File: config.mk
export PLATFORM = sky130hd
export DESIGN_NAME = program_loader
export DESIGN_NICKNAME = d
export VERILOG_FILES = /design/src/rtl/program_loader.sv
export SDC_FILE = /design/constraint.sdc
export NUM_CORES = 1
export LEC_CHECK = 0
export CAP_MARGIN = 20
export CORE_MARGIN = 1.5
export CORE_UTILIZATION = 58
export CTS_BUF_LIST = sky130_fd_sc_hd__clkbuf_16
export DETAILED_ROUTE_END_ITERATION = 8
export PLACE_DENSITY = 0.85
export SLEW_MARGIN = 25
export SYNTH_ARGS = -nofsm -noshare
export SYNTH_HDL_FRONTEND = slang
export SYNTH_SLANG_ARGS = --single-unit
export TNS_END_PERCENT = 50
File: constraint.sdc
create_clock -name clk -period 4.5 [get_ports clk]
set_input_delay 1.125 -clock clk [delete_from_list [all_inputs] [get_ports clk]]
set_output_delay 1.125 -clock clk [all_outputs]
set_load 0.05 [all_outputs]
File: src/rtl/program_loader.sv
// Boot loader: parses a framed byte stream (sync, length, 16-bit words, XOR checksum),
// drives the instruction-cache download port and releases the CPU only after a clean frame.
module program_loader #(
    parameter int         MAX_WORDS      = 1024,
    parameter int         TIMEOUT_CYCLES = 100000,
    parameter logic [7:0] SYNC_BYTE      = 8'hA5
) (
    input  logic        clk,
    input  logic        reset_n,
    input  logic        rx_valid,
    input  logic [7:0]  rx_data,
    output logic        download_program,
    output logic [31:0] instruction_index,
    output logic [15:0] program_in,
    output logic        busy,
    output logic        load_done,
    output logic        load_error,
    output logic [15:0] words_loaded
);

    typedef enum logic [2:0] {
        S_IDLE,
        S_LEN_LO,
        S_LEN_HI,
        S_DATA_LO,
        S_DATA_HI,
        S_CHK,
        S_RUN,
        S_ERR
    } state_t;

    localparam int          TIMER_W   = $clog2(TIMEOUT_CYCLES + 1);
    localparam logic [TIMER_W-1:0] TIMER_LIMIT = TIMER_W'(TIMEOUT_CYCLES);
    localparam logic [16:0] MAX_N     = 17'(MAX_WORDS);

    state_t               state_q, state_d;
    logic [7:0]           acc_q, acc_d;
    logic [7:0]           lo_q, lo_d;
    logic [15:0]          len_q, len_d;
    logic [15:0]          words_q, words_d;
    logic [31:0]          index_q, index_d;
    logic [15:0]          prog_q, prog_d;
    logic [TIMER_W-1:0]   timer_q, timer_d;

    logic                 in_frame;
    logic [15:0]          len_full;

    assign in_frame = (state_q == S_LEN_LO)  || (state_q == S_LEN_HI) ||
                      (state_q == S_DATA_LO) || (state_q == S_DATA_HI) ||
                      (state_q == S_CHK);
    assign len_full = {rx_data, len_q[7:0]};

    always_comb begin
        state_d = state_q;
        acc_d   = acc_q;
        lo_d    = lo_q;
        len_d   = len_q;
        words_d = words_q;
        index_d = index_q;
        prog_d  = prog_q;

        if (!in_frame || rx_valid) begin
            timer_d = '0;
        end else begin
            timer_d = timer_q + 1'b1;
        end

        // The timeout wins over a byte arriving on the very cycle the limit is reached.
        if (in_frame && (timer_q == TIMER_LIMIT)) begin
            state_d = S_ERR;
            timer_d = '0;
        end else if (rx_valid) begin
            case (state_q)
                S_IDLE, S_RUN, S_ERR: begin
                    if (rx_data == SYNC_BYTE) begin
                        state_d = S_LEN_LO;
                        acc_d   = '0;
                        words_d = '0;
                        index_d = '0;
                    end
                end
                S_LEN_LO: begin
                    len_d[7:0] = rx_data;
                    acc_d      = acc_q ^ rx_data;
                    state_d    = S_LEN_HI;
                end
                S_LEN_HI: begin
                    len_d[15:8] = rx_data;
                    acc_d       = acc_q ^ rx_data;
                    if ({1'b0, len_full} > MAX_N) begin
                        state_d = S_ERR;
                    end else if (len_full == 16'd0) begin
                        state_d = S_CHK;
                    end else begin
                        state_d = S_DATA_LO;
                    end
                end
                S_DATA_LO: begin
                    lo_d    = rx_data;
                    acc_d   = acc_q ^ rx_data;
                    state_d = S_DATA_HI;
                end
                S_DATA_HI: begin
                    // Index and data move on the same edge so the cache never sees a torn pair.
                    prog_d  = {rx_data, lo_q};
                    index_d = {16'd0, words_q};
                    words_d = words_q + 16'd1;
                    acc_d   = acc_q ^ rx_data;
                    if ((words_q + 16'd1) == len_q) begin
                        state_d = S_CHK;
                    end else begin
                        state_d = S_DATA_LO;
                    end
                end
                S_CHK: begin
                    state_d = (rx_data == acc_q) ? S_RUN : S_ERR;
                end
                default: state_d = S_IDLE;
            endcase
        end
    end

    always_ff @(posedge clk or negedge reset_n) begin
        if (!reset_n) begin
            state_q <= S_IDLE;
            acc_q   <= '0;
            lo_q    <= '0;
            len_q   <= '0;
            words_q <= '0;
            index_q <= '0;
            prog_q  <= '0;
            timer_q <= '0;
        end else begin
            state_q <= state_d;
            acc_q   <= acc_d;
            lo_q    <= lo_d;
            len_q   <= len_d;
            words_q <= words_d;
            index_q <= index_d;
            prog_q  <= prog_d;
            timer_q <= timer_d;
        end
    end

    // The CPU runs only in RUN; every other state keeps it halted with the write port open.
    assign download_program  = (state_q != S_RUN);
    assign busy              = in_frame;
    assign load_done         = (state_q == S_RUN);
    assign load_error        = (state_q == S_ERR);
    assign instruction_index = index_q;
    assign program_in        = prog_q;
    assign words_loaded      = words_q;

endmodule
==> run_results.csv, run 1 <==
group,metric,value,unit
critical_path,critical_path_required,3.38,ns
grt,grt_start_max_net_pins,89,
synthesis,synth_top_cell_area_share,48.6,%
synthesis,synth-seq-area-share,48.6,%
floorplan,floorplan.die.height,97.3,um
drt,firstDrtPassIters,5,
sta,max_freq,285,MHz
min_path,hold_depth,2,
sta,tns,0,ns
grt,grt-ovfl-total,0,
clock_network,clock_latency,0.34,ns
synthesis,synth_area,5150,um2
floorplan,floorplan.rows,34,
placement,globalplace.congestion,0.871,
run,cap_violations,0,
critical_path,criticalPathCategory,"register to output pin",
placement,placed_area,5740,um2
power,power-per-cell-area,585,nW/um2
clock_network,clockRootBuffer,"clkbuf_16",
grt,grt_pass1_vias,3809,
floorplan,boundaryPins,79,
synthesis,netlist-cell-type-count,56,
clock_network,htree_levels,3,
critical_path,r2r.worst_path.cells,9,
grt,antenna_violations_before_repair,0,
synthesis,cells_after_synthesis,498,
critical_path,critical_path.endpoint_type,"output pin",
clock_network,cts-root-to-sink-buffers,2,
layout,finalCoreUtilization,69.7,%
clock_network,cts_bufs_inserted,9,
sta,rsz0062_at_grt,"false",
floorplan,die-width,97.3,um
synthesis,synth-seq-cells,100,
min_path,worstHoldPathType,"register to register",
floorplan,core_region_area,8680,um2
sta,number_of_endpoints_with_negative_hold_slack_in_the_final_report,0,
outcome,status,"completed",
layout,multi_input_comb_area,2400,um2
drt,number_of_antenna_violating_nets_in_the_routed_design,0,
sta,fin_max_slew_vios,0,
drt,drt_first_iter_violations,215,
layout,share_of_post_route_cells_with_drive_strength_above_1,13.0,%
critical_path,cp-start-kind,"register",
min_path,timing.hold.worst.start,"instruction_index[10]$_DFFE_PN0P_",
synthesis,asyncSetResetFlopFracSynth,100,%
layout,regArea,2500,um2
clock_network,cts.hold.buffers_added,0,
sta,max_slew.worst_pin.slew,0.793,ns
synthesis,synthTopCellsByArea,"dfrtp_1 (49%), mux2_2 (6.8%), xnor2_1 (4.8%)",
layout,syn2layout_area_growth,17.3,%
sta,finalSetupViolations,0,
min_path,min_delay_worst_endpoint,"instruction_index[10]$_DFFE_PN0P_",
placement,dp_hpwl,7.26,mm
synthesis,synth-edff-count,0,
drt,drt_total_wl,10.9,mm
critical_path,crit_arrival,2.38,ns
layout,antennaDiodeCount,0,
drt,routedWlPerCell,16.5,um
synthesis,synth_flop_cell,"dfrtp_1",
synthesis,warning_count_from_the_yosys_run,0,
synthesis,post-synth-top-area-cell,"dfrtp_1",
power,power.leakage,2.58,nW
critical_path,worst_r2r_endpoint,"words_loaded[2]$_DFFE_PN0P_",
clock_network,tritoncts,"done",
drt,routed-via-count,3903,
layout,layout.filler_cells,632,
clock_network,post_cts_setup_repair_bufs,0,
critical_path,timing.reg2reg.setup_slack,1.54,ns
layout,final_design_area_no_fill,6050,um2
sta,worst_clock_skew,0.00629,ns
drt,vias_per_cell,5.90,
grt,groute.usage.overall,24.1,%
critical_path,regToRegStartpoint,"timer_q[0]$_DFF_PN0_",
synthesis,synthesis.area_per_instance,10.3,um2
floorplan,start_util,59.4,%
clock_network,numClockSinks,100,
power,irDropWorstVdd,428,uV
floorplan,design.die.area,9460,um2
drt,route.detailed.drc,0,
clock_network,postCtsResizedCells,0,
sta,min_period_over_period,77.9,%
sta,timing.final.crit_period,3.50,ns
grt,grt_pass1_wl,18.6,mm
sta,max_slew_margin,47.1,%
critical_path,timing.critical_path.fanout_max,15,
placement,io_buffer_count,62,
layout,finish.net_count,562,
clock_network,clk_pin_slew_worst_paths,0.07,ns
state kept, by name (all words and copies together) (netlist names):
name / flops
acc_q: 8
instruction_index: 16
len_q: 16
lo_q: 8
program_in: 16
state_q: 3
timer_q: 17
words_loaded: 16
synthesized netlist by cell type (11+ instances only):
library cell    n
mux2_2         31
buf_4          18
nand2_1        37
o21ai_0        25
a21oi_1        11
a22o_1         16
nand3_1        23
xnor2_1        28
xor2_1         18
dfrtp_1       100
nor2_1         47
clkbuf_1       14
worst max-delay path by stage:
| stage | from | endpoint | cells after the start |
|---|---|---|---|
| after floorplan | rx_data[4] | program_in[10]$_DFFE_PN0P_ | 8 |
| after global placement | rx_data[6] | instruction_index[12]$_DFFE_PN0P_ | 7 |
| after detailed placement | rx_data[6] | words_loaded[2]$_DFFE_PN0P_ | 8 |
| after CTS | state_q[0]$_DFFE_PN0P_ | busy | 3 |
| after global routing | rx_data[6] | acc_q[4]$_DFFE_PN0P_ | 8 |
| final | state_q[0]$_DFFE_PN0P_ | busy | 3 |
placed cells by master (no fill, tap or decap), types with 10 or more instances in the layout:
master / count
dfrtp_1: 100
clkdlybuf4s50_1: 61
nor2_1: 47
nand2_1: 37
mux2_2: 31
xnor2_1: 28
o21ai_0: 25
nand3_1: 23
xor2_1: 18
a22o_1: 16
conb_1: 16
a21oi_1: 11
inv_1: 10
logic make-up (layout without fill, tap and decap cells):
group                    count (synthesis)  in the layout  share of synthesized area [%]
flip-flops                             100            100                           48.6
multiplexers                            40             40                           9.30
XOR/XNOR                                46             46                           7.82
buffers and inverters                   55             95                           6.09
adder cells (fa/ha/maj)                  3              3                          0.729
AO/OA/AOI/OAI                           85             85                           10.8
other                                    1             16                         0.0728
AND/OR/NAND/NOR                        168            168                           16.6
power by group:
part / switching [mW] / leakage (nW) / internal (mW) / total [mW]
Clock: 0.348 / 0.152 / 0.435 / 0.783
Sequential: 0.215 / 1.31 / 1.14 / 1.35
Combinational: 0.836 / 1.11 / 0.567 / 1.40
per-stage QoR:
stage          hold WS, ns  setup slack, ns  instances  total power [mW]
2_1_floorplan        0.463             1.38        513              2.38
3_3_place_gp         0.476            0.850        645              2.70
3_5_place_dp         0.477            0.723        645              2.75
4_1_cts              0.492             1.01        661              3.55
5_1_grt              0.516            0.799        661              3.72
6_report             0.492            0.996        661              3.54
worst max-delay path, cell delays in order, from the launching register on:
cell,delay (ns)
dfrtp_1,0.65
nor2_1,0.20
a21boi_2,0.31
clkdlybuf4s50_1,0.88
layer usage:
layer / track usage (%) / vias up / part of all wire, % / wire length [um]
li1: - / 1813 / - / -
met1: 32.4 / 1916 / 43 / 4720
met2: 38.0 / 148 / 48 / 5210
met3: 6.19 / 26 / 6.4 / 701
met4: 8.68 / 0 / 2.2 / 240
met5: 0 / - / 0 / 0
area by class of cell:
type	count	share of cell area [%]
Clock buffer	9	3.73
Clock inverter	7	1.22
Inverter	10	0.621
Multi-Input combinational cell	358	39.7
Sequential cell	100	41.4
Tap cell	108	2.24
Timing Repair Buffer	69	11.2
Note: power is estimated with default switching activity, not from simulation.
==> run 2: changes to the inputs <==
Settings changed: CORE_UTILIZATION 58 to 49, PLACE_DENSITY 0.85 to 0.76.
Clock period 4.5 ns to 3.15 ns, I/O delays scaled along.
==> run_results.csv, run 2 (same netlist as run 1, synthesis figures left out) <==
group,metric,value,unit
power,power.leakage,2.61,nW
sta,min_period_over_period,93.0,%
sta,worst_clock_skew,0.0142,ns
floorplan,design.die.area,11100,um2
grt,grt_pass1_wl,18.6,mm
clock_network,cts.hold.buffers_added,0,
layout,register_bank_with_the_most_flops,"timer_q",
clock_network,clock_latency,0.35,ns
clock_network,htree_levels,3,
sta,rsz0062_at_grt,"false",
sta,max_slew_margin,44.0,%
sta,max_slew.worst_pin.slew,0.834,ns
critical_path,slowest_delay,0.79,ns
grt,antenna_violations_before_repair,0,
drt,firstDrtPassIters,5,
sta,number_of_endpoints_with_negative_hold_slack_in_the_final_report,0,
layout,layout.filler_cells,872,
drt,vias_per_cell,5.56,
min_path,worstHoldPathType,"input port to asynchronous set/reset pin",
floorplan,boundaryPins,79,
floorplan,core_region_area,10300,um2
sta,final_worst_setup_slack,0.219,ns
clock_network,numClockSinks,100,
critical_path,critical_path.endpoint_type,"output pin",
drt,number_of_antenna_violating_nets_in_the_routed_design,0,
drt,drt_first_iter_violations,236,
sta,max_freq,341,MHz
layout,syn2layout_area_growth,19.5,%
power,irDropWorstVdd,603,uV
critical_path,cp-start-kind,"register",
layout,final_cell_mix,"dfrtp_1 (100), clkdlybuf4s50_1 (60), nor2_1 (47), nand2_1 (37), mux2_2 (31)",
sta,fin_max_slew_vios,0,
layout,finalCoreUtilization,59.9,%
grt,grt_start_max_net_pins,64,
floorplan,floorplan.die.height,106,um
critical_path,cp_slowest_cell,"clkdlybuf4s50_1",
run,cap_violations,0,
clock_network,tritoncts,"done",
floorplan,start_util,50.1,%
critical_path,timing.critical_path.fanout_max,12,
grt,grt_pass1_vias,3717,
placement,dp_hpwl,7.75,mm
sta,finalSetupViolations,0,
drt,drt_total_wl,11.0,mm
outcome,status,"completed",
clock_network,cts_bufs_inserted,9,
layout,share_of_post_route_cells_with_drive_strength_above_1,14.4,%
clock_network,postCtsResizedCells,0,
critical_path,cp_num_buf_inv,2,
critical_path,critical_path_required,2.36,ns
power,fin_total_pwr,5.06,mW
layout,largest_reg_flops,17,
clock_network,clockRootBuffer,"clkbuf_16",
placement,worst_slack_after_detailed_placement,-0.0616,ns
placement,globalplace.congestion,0.917,
drt,routedWlPerCell,15.8,um
clock_network,post_cts_setup_repair_bufs,0,
placement,io_buffer_count,62,
power,power-per-cell-area,822,nW/um2
floorplan,floorplan.rows,37,
critical_path,crit_arrival,2.14,ns
clock_network,clk_pin_slew_worst_paths,0.08,ns
critical_path,criticalPathCategory,"register to output pin",
layout,antennaDiodeCount,0,
layout,layout_commonest_cell,"dfrtp_1",
floorplan,die-width,106,um
grt,groute.usage.overall,21.0,%
drt,routed-via-count,3874,
grt,grt-ovfl-total,0,
clock_network,cts-root-to-sink-buffers,2,
drt,route.detailed.drc,0,
critical_path,worstPathCellList,"nand2_1, or2_2, inv_1, clkdlybuf4s50_1",
sta,timing.final.crit_period,2.93,ns
layout,finish.net_count,570,
critical_path,timing.critical_path.max_delay_family,"buffers and inverters",
==> run 2: area by class of cell <==
cell class	count	area (um2)	share of cell area (%)
Clock inverter	7	57.6	0.935
Sequential cell	100	2500	40.7
Timing Repair Buffer	77	766	12.4
Multi-Input combinational cell	358	2400	38.9
Clock buffer	9	225	3.66
Inverter	10	37.5	0.610
Tap cell	136	170	2.76
==> run 2: worst paths after layout <==
kind                                              startpoint                                 to  slack [ns]  depth (start not counted)
min reg2reg                instruction_index[10]$_DFFE_PN0P_  instruction_index[10]$_DFFE_PN0P_        0.50                          2
min                                                  reset_n   instruction_index[4]$_DFFE_PN0P_        0.39                          1
max                                   state_q[1]$_DFFE_PN0P_                          load_done        0.22                          4
max reg2reg                             timer_q[0]$_DFF_PN0_                lo_q[6]$_DFFE_PN0P_        0.39                          7
max in group asynchronous                            reset_n             state_q[0]$_DFFE_PN0P_        2.06                          2
min in group clk           instruction_index[10]$_DFFE_PN0P_  instruction_index[10]$_DFFE_PN0P_        0.50                          2
==> run 2: worst register-to-register path: cells and delay by family, from the launching register on <==
kind	cells	cell delay, ns
muxes	1	0.40
adders and majority gates	1	0.16
DFF	1	0.42
buffers and inverters	1	0.07
and+or+nand+nor	4	1.60
==> run 2: power by group <==
| group | internal [mW] | switching, mW | total, mW |
|---|---|---|---|
| clock network | 0.547 | 0.504 | 1.05 |
| registers | 1.62 | 0.288 | 1.91 |
| logic | 0.864 | 1.23 | 2.10 |
==> run 2: through the flow <==
step	TNS (ns)	instance area, um2	hold WS, ns	std cells
after floorplan	0	5210	0.463	513
after global placement	0	5870	0.477	681
after global routing	0	6160	0.429	697
after CTS	0	6160	0.410	697
final	0	6160	0.389	697
after detailed placement	-0.674	5870	0.488	681
==> run 2: routing by layer <==
metal / global-route usage [%] / wire length (um) / vias up
li1: - / - / 1847
met1: 28.4 / 4940 / 1879
met2: 34.3 / 5350 / 128
met3: 3.46 / 524 / 20
met4: 7.53 / 204 / 0
met5: 0 / 0 / -
==> edit, RTL diff (flow settings as in run 2) <==
Take the reset off `words_q` and load it in a clocked block of its own.
--- a/src/rtl/program_loader.sv
+++ b/src/rtl/program_loader.sv
@@ -128,3 +128,2 @@
             len_q   <= '0;
-            words_q <= '0;
             index_q <= '0;
@@ -137,3 +136,2 @@
             len_q   <= len_d;
-            words_q <= words_d;
             index_q <= index_d;
@@ -142,2 +140,6 @@
         end
+    end
+
+    always_ff @(posedge clk) begin
+        words_q <= words_d;
     end
Behaviour: not the same (Yosys sat finds a counterexample within 10 cycles, from zero or initial values and one cycle with reset_n low; the reset may be asserted at any time).
==> edit against run 2 <==
Critical endpoint unchanged; fmax about the same; highest routed layer unchanged; worst setup slack about the same; synthesized area increased by 3.3%; non-clock buffer count increased by 6; cell area increased by 3.8%; total power increased by 28%; largest power group unchanged; hold slack improved by 0.081 ns; count of clock-buffer cells in the layout unchanged; wire length increased by 5.0%; sequential cell count unchanged.
==> edit: results (changes against run 2) <==
GRT
  – Met1 usage: 0.2800 (-0.003647)
  – Met3 Use GR: 0.03647 (+0.001842)
  – Gr usage total: 0.2144 (+0.004526)
  – Global-route wire length before repair: 19.12 mm (+2.6%)
  – Largest net degree at the start of global routing: 85 (+33%)
  – M2 GR Usage: 0.3535 (+0.01037)
  – Vias in the first global route: 3853 (+3.7%)

Pwr
  – Power Density: 1011 mW/mm2 (+23%)
  – Reg power frac: 0.359 (-0.019)
  – Peak supply drop: 0.6778 mV (+12%)
  – Total leakage power: 2.651 nW (+1.5%)
  – Clock power frac: 0.170 (-0.038)
  – Psw: 0.002866 W (+42%)

Routing
  – Initial drt markers: 232 (-1.7%)
  – Via count: 3967 (+2.4%)
  – Final WL: 11.57 mm (+5.0%)
  – Met3 Wirelength: 555 um (+5.9%)
  – TritonRoute pass-1 iters: 4 (-1)
  – Met2 WL: 5.784 mm (+8.1%)

Layout
  – Fraction of layout cells with a size suffix above 1: 0.1504 (+0.006042)
  – Nets@finish: 594 (+4.2%)
  – Fill count: 864 (-0.92%)

Clock tree
  – Clock-pin slew on the worst setup and hold paths: 0.07 ns

Synthesis
  – EDFF count, synth: 16 (+16)
  – Ranking of synthesized cells by area: dfrtp_1 (39%), edfxtp_1 (9.0%), mux2_2 (8.7%)
  – Synth cell types: 61 (+8.9%)
  – Post-synthesis mux area share: 0.08674 (-0.006264)
  – Xor/xnor share of the synthesized area: 0.09238 (+0.01419)
  – Commonest cells post-synth: dfrtp_1 (84), nor2_1 (52), nand2_1 (44), mux2_2 (41), nand3_1 (30)
  – Fraction of registers with async set/reset: 0.8400 (-0.1600)

Worst setup path
  – Critical R2R Launch: words_loaded[2]$_SDFFCE_PN0P_
  – Flop2flop setup slack: 0.47 ns (+0.08 ns)
  – Worst Path Max Fanout: 13 (+1)
  – Reg-to-reg critical path endpoint: state_q[2]$_DFFE_PN0P_

Placement
  – Placed wire-length estimate: 8.393 mm (+8.3%)
  – Routability Congestion: 0.9011 (-1.7%)
  – I/O Buffers: 62 (unchanged)

Timing
  – Setup Skew: 0.009198 ns (-0.005037 ns)
  – Fin Hold WS: 0.4702 ns (+0.08107 ns)
  – Worst rel slew slack: 0.4189 (-0.02087)

Run status
  – Status: finished clean
## edit: cell count changes after synthesis, moves of 9 or more
cell	delta
a22o_1	-16
dfrtp_1	-16
edfxtp_1	+16
mux2_2	+10
nand2b_1	+11
xor2_1	+9
## edit: through the flow
stage | util | area (um2) | setup slack [ns] | cells
2_1_floorplan | - | 5379 | 0.1016 | 531
3_3_place_gp | 0.5846 | 6090 | 0.1060 | 705
3_5_place_dp | 0.5846 | 6090 | 0.02869 | 705
4_1_cts | 0.6133 | 6389 | 0.1956 | 721
5_1_grt | 0.6137 | 6392 | 0.1194 | 721
6_report | 0.6137 | 6392 | 0.2195 | 721
## edit: final cells by class
| type | count | share of cell area |
|---|---|---|
| sequential | 100 | 0.4040 |
| multi-input combinational | 377 | 0.3915 |
| timing repair buffer | 83 | 0.1259 |
| clock buffer | 9 | 0.03523 |
| tap | 136 | 0.02662 |
| clock inverter | 7 | 0.01155 |
| inverter | 9 | 0.005285 |
